$ cat src/rtl/hazard_ctrl_pkg.sv
// hazard_ctrl_pkg
// Shared constants for the pipeline hazard controller:
//   - forwarding select codes driven onto the EX operand muxes
//   - FSM state encoding (RUN / DRAIN / HALTED)
//   - the hard-wired zero register number
//   - a packed bundle of the four pipeline-register control bits
package hazard_ctrl_pkg;

    localparam logic [1:0] FWD_RF  = 2'b00;
    localparam logic [1:0] FWD_MEM = 2'b01;
    localparam logic [1:0] FWD_WB  = 2'b10;

    localparam logic [1:0] RUN     = 2'd0;
    localparam logic [1:0] DRAIN   = 2'd1;
    localparam logic [1:0] HALTED  = 2'd2;

    localparam logic [4:0] REG_ZERO = 5'd0;

    typedef struct packed {
        logic pc_en;
        logic ifid_en;
        logic ifid_flush;
        logic idex_flush;
    } pipe_ctl_t;

    // A later stage produces a value the EX operand needs; r0 is never forwarded.
    function automatic logic reg_hit(input logic       we,
                                     input logic [4:0] rd,
                                     input logic [4:0] src);
        return we && (rd != REG_ZERO) && (rd == src);
    endfunction

endpackage

$ cat src/rtl/hazard_fwd_unit.sv
// hazard_fwd_unit
// Combinational forwarding select for one EX operand. MEM has priority over
// WB because it holds the younger result.
// Ports:
//   src_reg       in  5  EX source register number
//   rw_mem        in  5  MEM destination register
//   regwrite_mem  in  1  MEM write-enable
//   rw_wb         in  5  WB destination register
//   regwrite_wb   in  1  WB write-enable
//   fwd_sel       out 2  00 = register file, 01 = MEM result, 10 = WB data
module hazard_fwd_unit
    import hazard_ctrl_pkg::*;
(
    input  logic [4:0] src_reg,
    input  logic [4:0] rw_mem,
    input  logic       regwrite_mem,
    input  logic [4:0] rw_wb,
    input  logic       regwrite_wb,
    output logic [1:0] fwd_sel
);

    always_comb begin
        fwd_sel = FWD_RF;
        if (reg_hit(regwrite_mem, rw_mem, src_reg)) begin
            fwd_sel = FWD_MEM;
        end else if (reg_hit(regwrite_wb, rw_wb, src_reg)) begin
            fwd_sel = FWD_WB;
        end
    end

endmodule

$ cat src/rtl/hazard_ctrl.sv
// hazard_ctrl
// Pipeline sequencing controller for the 5-stage CPU. Sits beside ID and
// drives the PC / IF/ID enables, the IF/ID and ID/EX flushes and the EX
// forwarding selects. Handles load-use stalls, jump / taken-branch squashes
// and the halt sequence (drain in-flight instructions, then freeze).
//
// Build option: define HAZARD_PERF_EN to implement the stall / flush / cycle
// performance counters; otherwise the counter ports are tied to zero.
//
// Ports:
//   clk, rst_n                    clock, async active-low reset
//   rs_id, rt_id, use_rs_id,
//   use_rt_id, jump_id, halt_id   ID-stage decode information
//   rs_ex, rt_ex, rw_ex,
//   regwrite_ex, memtoreg_ex,
//   branch_taken_ex               EX-stage information
//   rw_mem, regwrite_mem          MEM destination
//   rw_wb, regwrite_wb            WB destination
//   pc_en, ifid_en                register enables
//   ifid_flush, idex_flush        bubble insertion
//   fwd_a, fwd_b                  EX operand forwarding selects
//   halted                        pipeline frozen
//   stall_cnt, flush_cnt,
//   cycle_cnt                     performance counters
//
// state  | meaning
// RUN    | normal issue; stall / squash / halt decisions by priority
// DRAIN  | halt accepted, fetch frozen while EX/MEM/WB retire
// HALTED | pipeline frozen until reset
module hazard_ctrl
    import hazard_ctrl_pkg::*;
#(
    parameter int DRAIN_CYCLES = 3,
    parameter int CNT_W        = 32
) (
    input  logic             clk,
    input  logic             rst_n,
    input  logic [4:0]       rs_id,
    input  logic [4:0]       rt_id,
    input  logic             use_rs_id,
    input  logic             use_rt_id,
    input  logic             jump_id,
    input  logic             halt_id,
    input  logic [4:0]       rs_ex,
    input  logic [4:0]       rt_ex,
    input  logic [4:0]       rw_ex,
    input  logic             regwrite_ex,
    input  logic             memtoreg_ex,
    input  logic             branch_taken_ex,
    input  logic [4:0]       rw_mem,
    input  logic             regwrite_mem,
    input  logic [4:0]       rw_wb,
    input  logic             regwrite_wb,
    output logic             pc_en,
    output logic             ifid_en,
    output logic             ifid_flush,
    output logic             idex_flush,
    output logic [1:0]       fwd_a,
    output logic [1:0]       fwd_b,
    output logic             halted,
    output logic [CNT_W-1:0] stall_cnt,
    output logic [CNT_W-1:0] flush_cnt,
    output logic [CNT_W-1:0] cycle_cnt
);

    localparam int             DW         = (DRAIN_CYCLES > 1) ? $clog2(DRAIN_CYCLES) : 1;
    localparam logic [DW-1:0]  DRAIN_LAST = DW'(DRAIN_CYCLES - 1);

    logic [1:0]    state, state_nxt;
    logic [DW-1:0] drain_cnt, drain_cnt_nxt;
    logic          lu;
    pipe_ctl_t     ctl;

    hazard_fwd_unit u_fwd_a (
        .src_reg      (rs_ex),
        .rw_mem       (rw_mem),
        .regwrite_mem (regwrite_mem),
        .rw_wb        (rw_wb),
        .regwrite_wb  (regwrite_wb),
        .fwd_sel      (fwd_a)
    );

    hazard_fwd_unit u_fwd_b (
        .src_reg      (rt_ex),
        .rw_mem       (rw_mem),
        .regwrite_mem (regwrite_mem),
        .rw_wb        (rw_wb),
        .regwrite_wb  (regwrite_wb),
        .fwd_sel      (fwd_b)
    );

    // Load in EX whose result an ID operand actually reads.
    assign lu = regwrite_ex && memtoreg_ex && (rw_ex != REG_ZERO) &&
                ((use_rs_id && (rw_ex == rs_id)) || (use_rt_id && (rw_ex == rt_id)));

    always_comb begin
        state_nxt     = state;
        drain_cnt_nxt = drain_cnt;
        ctl           = '{pc_en: 1'b1, ifid_en: 1'b1, ifid_flush: 1'b0, idex_flush: 1'b0};
        case (state)
            RUN: begin
                if (branch_taken_ex) begin
                    ctl = '{pc_en: 1'b1, ifid_en: 1'b1, ifid_flush: 1'b1, idex_flush: 1'b1};
                end else if (lu) begin
                    // Halt (if also present) is re-evaluated once the load moves on.
                    ctl = '{pc_en: 1'b0, ifid_en: 1'b0, ifid_flush: 1'b0, idex_flush: 1'b1};
                end else if (halt_id) begin
                    ctl           = '{pc_en: 1'b0, ifid_en: 1'b0, ifid_flush: 1'b1, idex_flush: 1'b0};
                    state_nxt     = DRAIN;
                    drain_cnt_nxt = '0;
                end else if (jump_id) begin
                    ctl = '{pc_en: 1'b1, ifid_en: 1'b1, ifid_flush: 1'b1, idex_flush: 1'b0};
                end
            end
            DRAIN: begin
                // No branch can resolve here: halt was only accepted with EX branch-free.
                ctl           = '{pc_en: 1'b0, ifid_en: 1'b0, ifid_flush: 1'b1, idex_flush: 1'b1};
                drain_cnt_nxt = drain_cnt + DW'(1);
                if (drain_cnt == DRAIN_LAST) begin
                    state_nxt = HALTED;
                end
            end
            HALTED: begin
                ctl = '{pc_en: 1'b0, ifid_en: 1'b0, ifid_flush: 1'b1, idex_flush: 1'b1};
            end
            default: begin
                ctl       = '{pc_en: 1'b0, ifid_en: 1'b0, ifid_flush: 1'b1, idex_flush: 1'b1};
                state_nxt = RUN;
            end
        endcase
    end

    always_ff @(posedge clk or negedge rst_n) begin
        if (!rst_n) begin
            state     <= RUN;
            drain_cnt <= '0;
        end else begin
            state     <= state_nxt;
            drain_cnt <= drain_cnt_nxt;
        end
    end

    // Hold the pipeline frozen and bubbled for as long as reset is asserted.
    assign pc_en      = rst_n & ctl.pc_en;
    assign ifid_en    = rst_n & ctl.ifid_en;
    assign ifid_flush = ~rst_n | ctl.ifid_flush;
    assign idex_flush = ~rst_n | ctl.idex_flush;
    assign halted     = (state == HALTED);

`ifdef HAZARD_PERF_EN
    logic             stall_win, flush_win;
    logic [CNT_W-1:0] stall_q, flush_q, cycle_q;

    assign stall_win = (state == RUN) && !branch_taken_ex && lu;
    assign flush_win = (state == RUN) &&
                       (branch_taken_ex || (!lu && !halt_id && jump_id));

    always_ff @(posedge clk or negedge rst_n) begin
        if (!rst_n) begin
            stall_q <= '0;
            flush_q <= '0;
            cycle_q <= '0;
        end else begin
            if (state != HALTED) cycle_q <= cycle_q + CNT_W'(1);
            if (stall_win)       stall_q <= stall_q + CNT_W'(1);
            if (flush_win)       flush_q <= flush_q + CNT_W'(1);
        end
    end

    assign stall_cnt = stall_q;
    assign flush_cnt = flush_q;
    assign cycle_cnt = cycle_q;
`else
    assign stall_cnt = '0;
    assign flush_cnt = '0;
    assign cycle_cnt = '0;
`endif

endmodule
$ cat config.mk
export PLATFORM = sky130hd
export DESIGN_NAME = hazard_ctrl
export DESIGN_NICKNAME = d
export VERILOG_FILES = /design/src/rtl/hazard_ctrl_pkg.sv /design/src/rtl/hazard_fwd_unit.sv /design/src/rtl/hazard_ctrl.sv
export SDC_FILE = /design/constraint.sdc
export NUM_CORES = 1
export LEC_CHECK = 0
export ABC_AREA = 1
export BUFFER_PORTS_ARGS = -buffer_cell sky130_fd_sc_hd__clkbuf_2
export CORE_MARGIN = 2
export CORE_UTILIZATION = 40
export CTS_BUF_LIST = sky130_fd_sc_hd__clkbuf_4
export DETAILED_ROUTE_END_ITERATION = 12
export HOLD_SLACK_MARGIN = 0.12
export PLACE_DENSITY = 0.89
export SLEW_MARGIN = 40
export SYNTH_ARGS = -nofsm -noshare
export SYNTH_HDL_FRONTEND = slang
export SYNTH_SLANG_ARGS = --single-unit
$ cat constraint.sdc
create_clock -name clk -period 2.5 [get_ports clk]
set_input_delay 0.375 -clock clk [delete_from_list [all_inputs] [get_ports clk]]
set_output_delay 0.375 -clock clk [all_outputs]
set_load 0.02 [all_outputs]
==> metrics.log <==
INFO  metric status = completed
INFO  metric critPathSlowestCell = sky130_fd_sc_hd__dlygate4sd3_1
INFO  metric multi_input_comb_area = 917 sq um
INFO  metric grt_first_pass_wirelength = 3420 um
INFO  metric critPathMaxFanout = 5
INFO  metric die_y = 64.7 um
INFO  metric avgRoutedWirePerCell = 6.91 um
INFO  metric r2r_slack = 1.39 ns
INFO  metric cts-buffers-inserted = 3
INFO  metric tritoncts = done
INFO  metric layout_common_cells = 96 x sky130_fd_sc_hd__conb_1, 54 x sky130_fd_sc_hd__clkbuf_2, 38 x sky130_fd_sc_hd__nand2_1, 19 x sky130_fd_sc_hd__inv_1, 19 x sky130_fd_sc_hd__nor2_1
INFO  metric maxCapViolations = 0
INFO  metric clock_latency = 0.24 ns
INFO  metric num_antenna_cells = 0
INFO  metric critical_path.max_stage_delay = 0.52 ns
INFO  metric setup_tns = 0 ns
INFO  metric yosys_most_used_dff = sky130_fd_sc_hd__dfrtp_1
INFO  metric min_period = 1.90 ns
INFO  metric timing_max_transition_violations_final = 0
INFO  metric layout.nets = 333
INFO  metric synth-seq-area-share = 0.0680
INFO  metric replace_congestion = 0.846
INFO  metric endpoint_kind = output pin
INFO  metric layout-area-overhead-vs-synth = -0.595%
INFO  metric timing.final.setup_violations = 0
INFO  metric worst_r2r_startpoint = state[1]
INFO  metric cts_htree_levels = 1
INFO  metric critPathArrivalTime = 1.52 ns
INFO  metric clock-root-buffer = sky130_fd_sc_hd__clkbuf_4
INFO  metric numPlacedInstances = 328
INFO  metric total_die_area = 0.00418 sq mm
INFO  metric final_common_cell = sky130_fd_sc_hd__conb_1
INFO  metric worst_ir_drop_vdd = 115 uV
INFO  metric place.detailed.hpwl = 2170 um
INFO  metric globalRouteOverflowTotal = 0
INFO  metric min_path_type = in -> async
INFO  metric synthDominantAreaCellType = sky130_fd_sc_hd__buf_4
INFO  metric vias = 1175
INFO  metric crit_required = 2.12 ns
INFO  metric fmax = 527 MHz
INFO  metric synth-async-reset-ratio = 1.00
INFO  metric syn_inst = 228
INFO  metric drt-total-wl = 2290 um
INFO  metric synth_top_cells_by_area = sky130_fd_sc_hd__buf_4 49%, sky130_fd_sc_hd__nand2_1 9.7%, sky130_fd_sc_hd__dfrtp_1 6.8%, sky130_fd_sc_hd__xnor2_1 6.0%, sky130_fd_sc_hd__xor2_1 6.0%
INFO  metric layout.area.seq = 100 sq um
INFO  metric crit_top_cell = sky130_fd_sc_hd__clkbuf_2
INFO  metric clock_path_buffers = 2
INFO  metric path_class = in -> out
INFO  metric grt_total_usage = 0.102
INFO  metric clkSinkCount = 4
INFO  metric ant_nets = 0
INFO  metric synth_area = 0.00147 sq mm
INFO  metric final_cell_count_no_fill = 332
INFO  metric postCtsSetupBuffers = 0
INFO  metric power_per_cell_area = 270 mW/mm^2
INFO  metric largest_net_degree_at_the_start_of_global_routing = 6
INFO  metric setup.worst_path.start_class = input pin
INFO  metric worst_r2r_endpoint = state[1]
INFO  metric chipWidth = 64.7 um
INFO  metric n_fill_cell = 401
INFO  metric synth-edff-count = 0
INFO  metric firstDrtPassIters = 4
INFO  metric synth_top_area_frac = 0.495
INFO  metric synth_seq_cells = 4
INFO  metric rsz0062_at_grt = false
INFO  metric synth_cell_types = 19
INFO  metric worst_case_clock_skew = 0.000923 ns
INFO  metric crit_path_cell_trace = dlygate4sd3_1 -> clkbuf_2 -> nand2_1 -> nor2_1 -> o21ai_1 -> inv_1 -> clkbuf_2
INFO  metric dr.first_iter.drc_count = 20
INFO  metric numPortBuffers = 54
INFO  metric starting_density_of_the_core = 0.408
INFO  metric fin_crit_sh = 0.759
INFO  metric number_of_cells_on_the_worst_reg_to_reg_path = 5
INFO  metric syn_avg_cell_area = 6.45 sq um
INFO  metric via_density_per_instance = 3.54
INFO  metric drt_drc_violations_left = 0
INFO  metric core = 0.00361 sq mm
INFO  metric drive_gt1_frac = 0.236
INFO  metric ioPinCount = 151
INFO  metric grt_pass1_vias = 876
INFO  metric totalPowerFinal = 0.000395 W
INFO  metric ys.warnings.count = 0
INFO  metric floorplan.rows = 22
INFO  metric grt_antenna_before_repair = 0
INFO  metric final-hold-violation-count = 0
INFO  metric path_clk_slew = 0.04 ns
INFO  metric power.static_leakage = 0.968 nW
layer usage:
layer | up-vias | wire length (um) | global-route usage
met5 | - | 0 | 0
met4 | 0 | 10 | 0.0160
met3 | 3 | 271 | 0.0382
met2 | 76 | 1100 | 0.174
met1 | 484 | 911 | 0.124
li1 | 612 | - | -
repair_timing:
| action | CTS | global route |
|---|---|---|
| gates resized for setup | 0 | 0 |
| hold buffers | 1 | 0 |
| endpoints found under the hold margin | 4 | 0 |
flip-flops by register name, indices dropped and copies added (netlist names):
name	count
state	2
drain_cnt	2
power breakdown:
| part | internal [W] | switching (W) | leakage, nW |
|---|---|---|---|
| logic | 0.0000587 | 0.000190 | 0.914 |
| registers | 0.0000651 | 0 | 0.0402 |
| clock network | 0.0000538 | 0.0000278 | 0.0138 |
| total | 0.000178 | 0.000218 | 0.968 |
worst max-delay path: cells and delay by family:
kind | cells | cell delay [ns]
simple gates | 2 | 0.18
buf+inv | 4 | 0.91
compound gates | 1 | 0.06
through the flow:
step / utilization / setup WS, ns / hold WS [ns] / area [sq um]
3_3_place_gp: 0.397 / 0.844 / 0.193 / 1430
4_1_cts: 0.406 / 0.590 / 0.479 / 1460
2_1_floorplan: - / 0.813 / 0.0794 / 1830
6_report: 0.406 / 0.601 / 0.483 / 1460
5_1_grt: 0.406 / 0.417 / 0.511 / 1460
3_5_place_dp: 0.397 / 0.835 / 0.200 / 1430
worst max path at each step:
stage / slack (ns) / start / cells past startpoint / end
floorplan: 0.81 / rw_mem[3] / 3 / fwd_a[1]
finish: 0.60 / rst_n / 7 / pc_en
global route: 0.42 / rst_n / 7 / ifid_en
CTS: 0.59 / rst_n / 7 / pc_en
detailed placement: 0.83 / rw_ex[3] / 11 / pc_en
global placement: 0.84 / rw_wb[1] / 6 / fwd_b[1]
Yosys cell counts (all sizes together), types with 2 or more instances:
cell type / instances
nor2: 20
nand2: 40
buf: 97
o21ai: 6
dfrtp: 4
xnor2: 10
nor4: 2
nand3: 7
nor3: 3
or2: 2
inv: 22
xor2: 10
nand4: 3
kinds of logic after synthesis:
group / synth area share
other cells: 0.00255
flops: 0.0680
compound gates: 0.0204
fa+ha+maj: 0.00850
xor+xnor: 0.119
simple gates: 0.230
buf+inv: 0.551
layout make-up:
class / count / area share
Clock buffer: 3 / 0.0154
Inverter: 22 / 0.0565
Multi-Input combinational cell: 200 / 0.627
Sequential cell: 4 / 0.0684
Tap cell: 48 / 0.0411
Timing Repair Buffer: 55 / 0.192
Power figures use the tool's default switching activity.
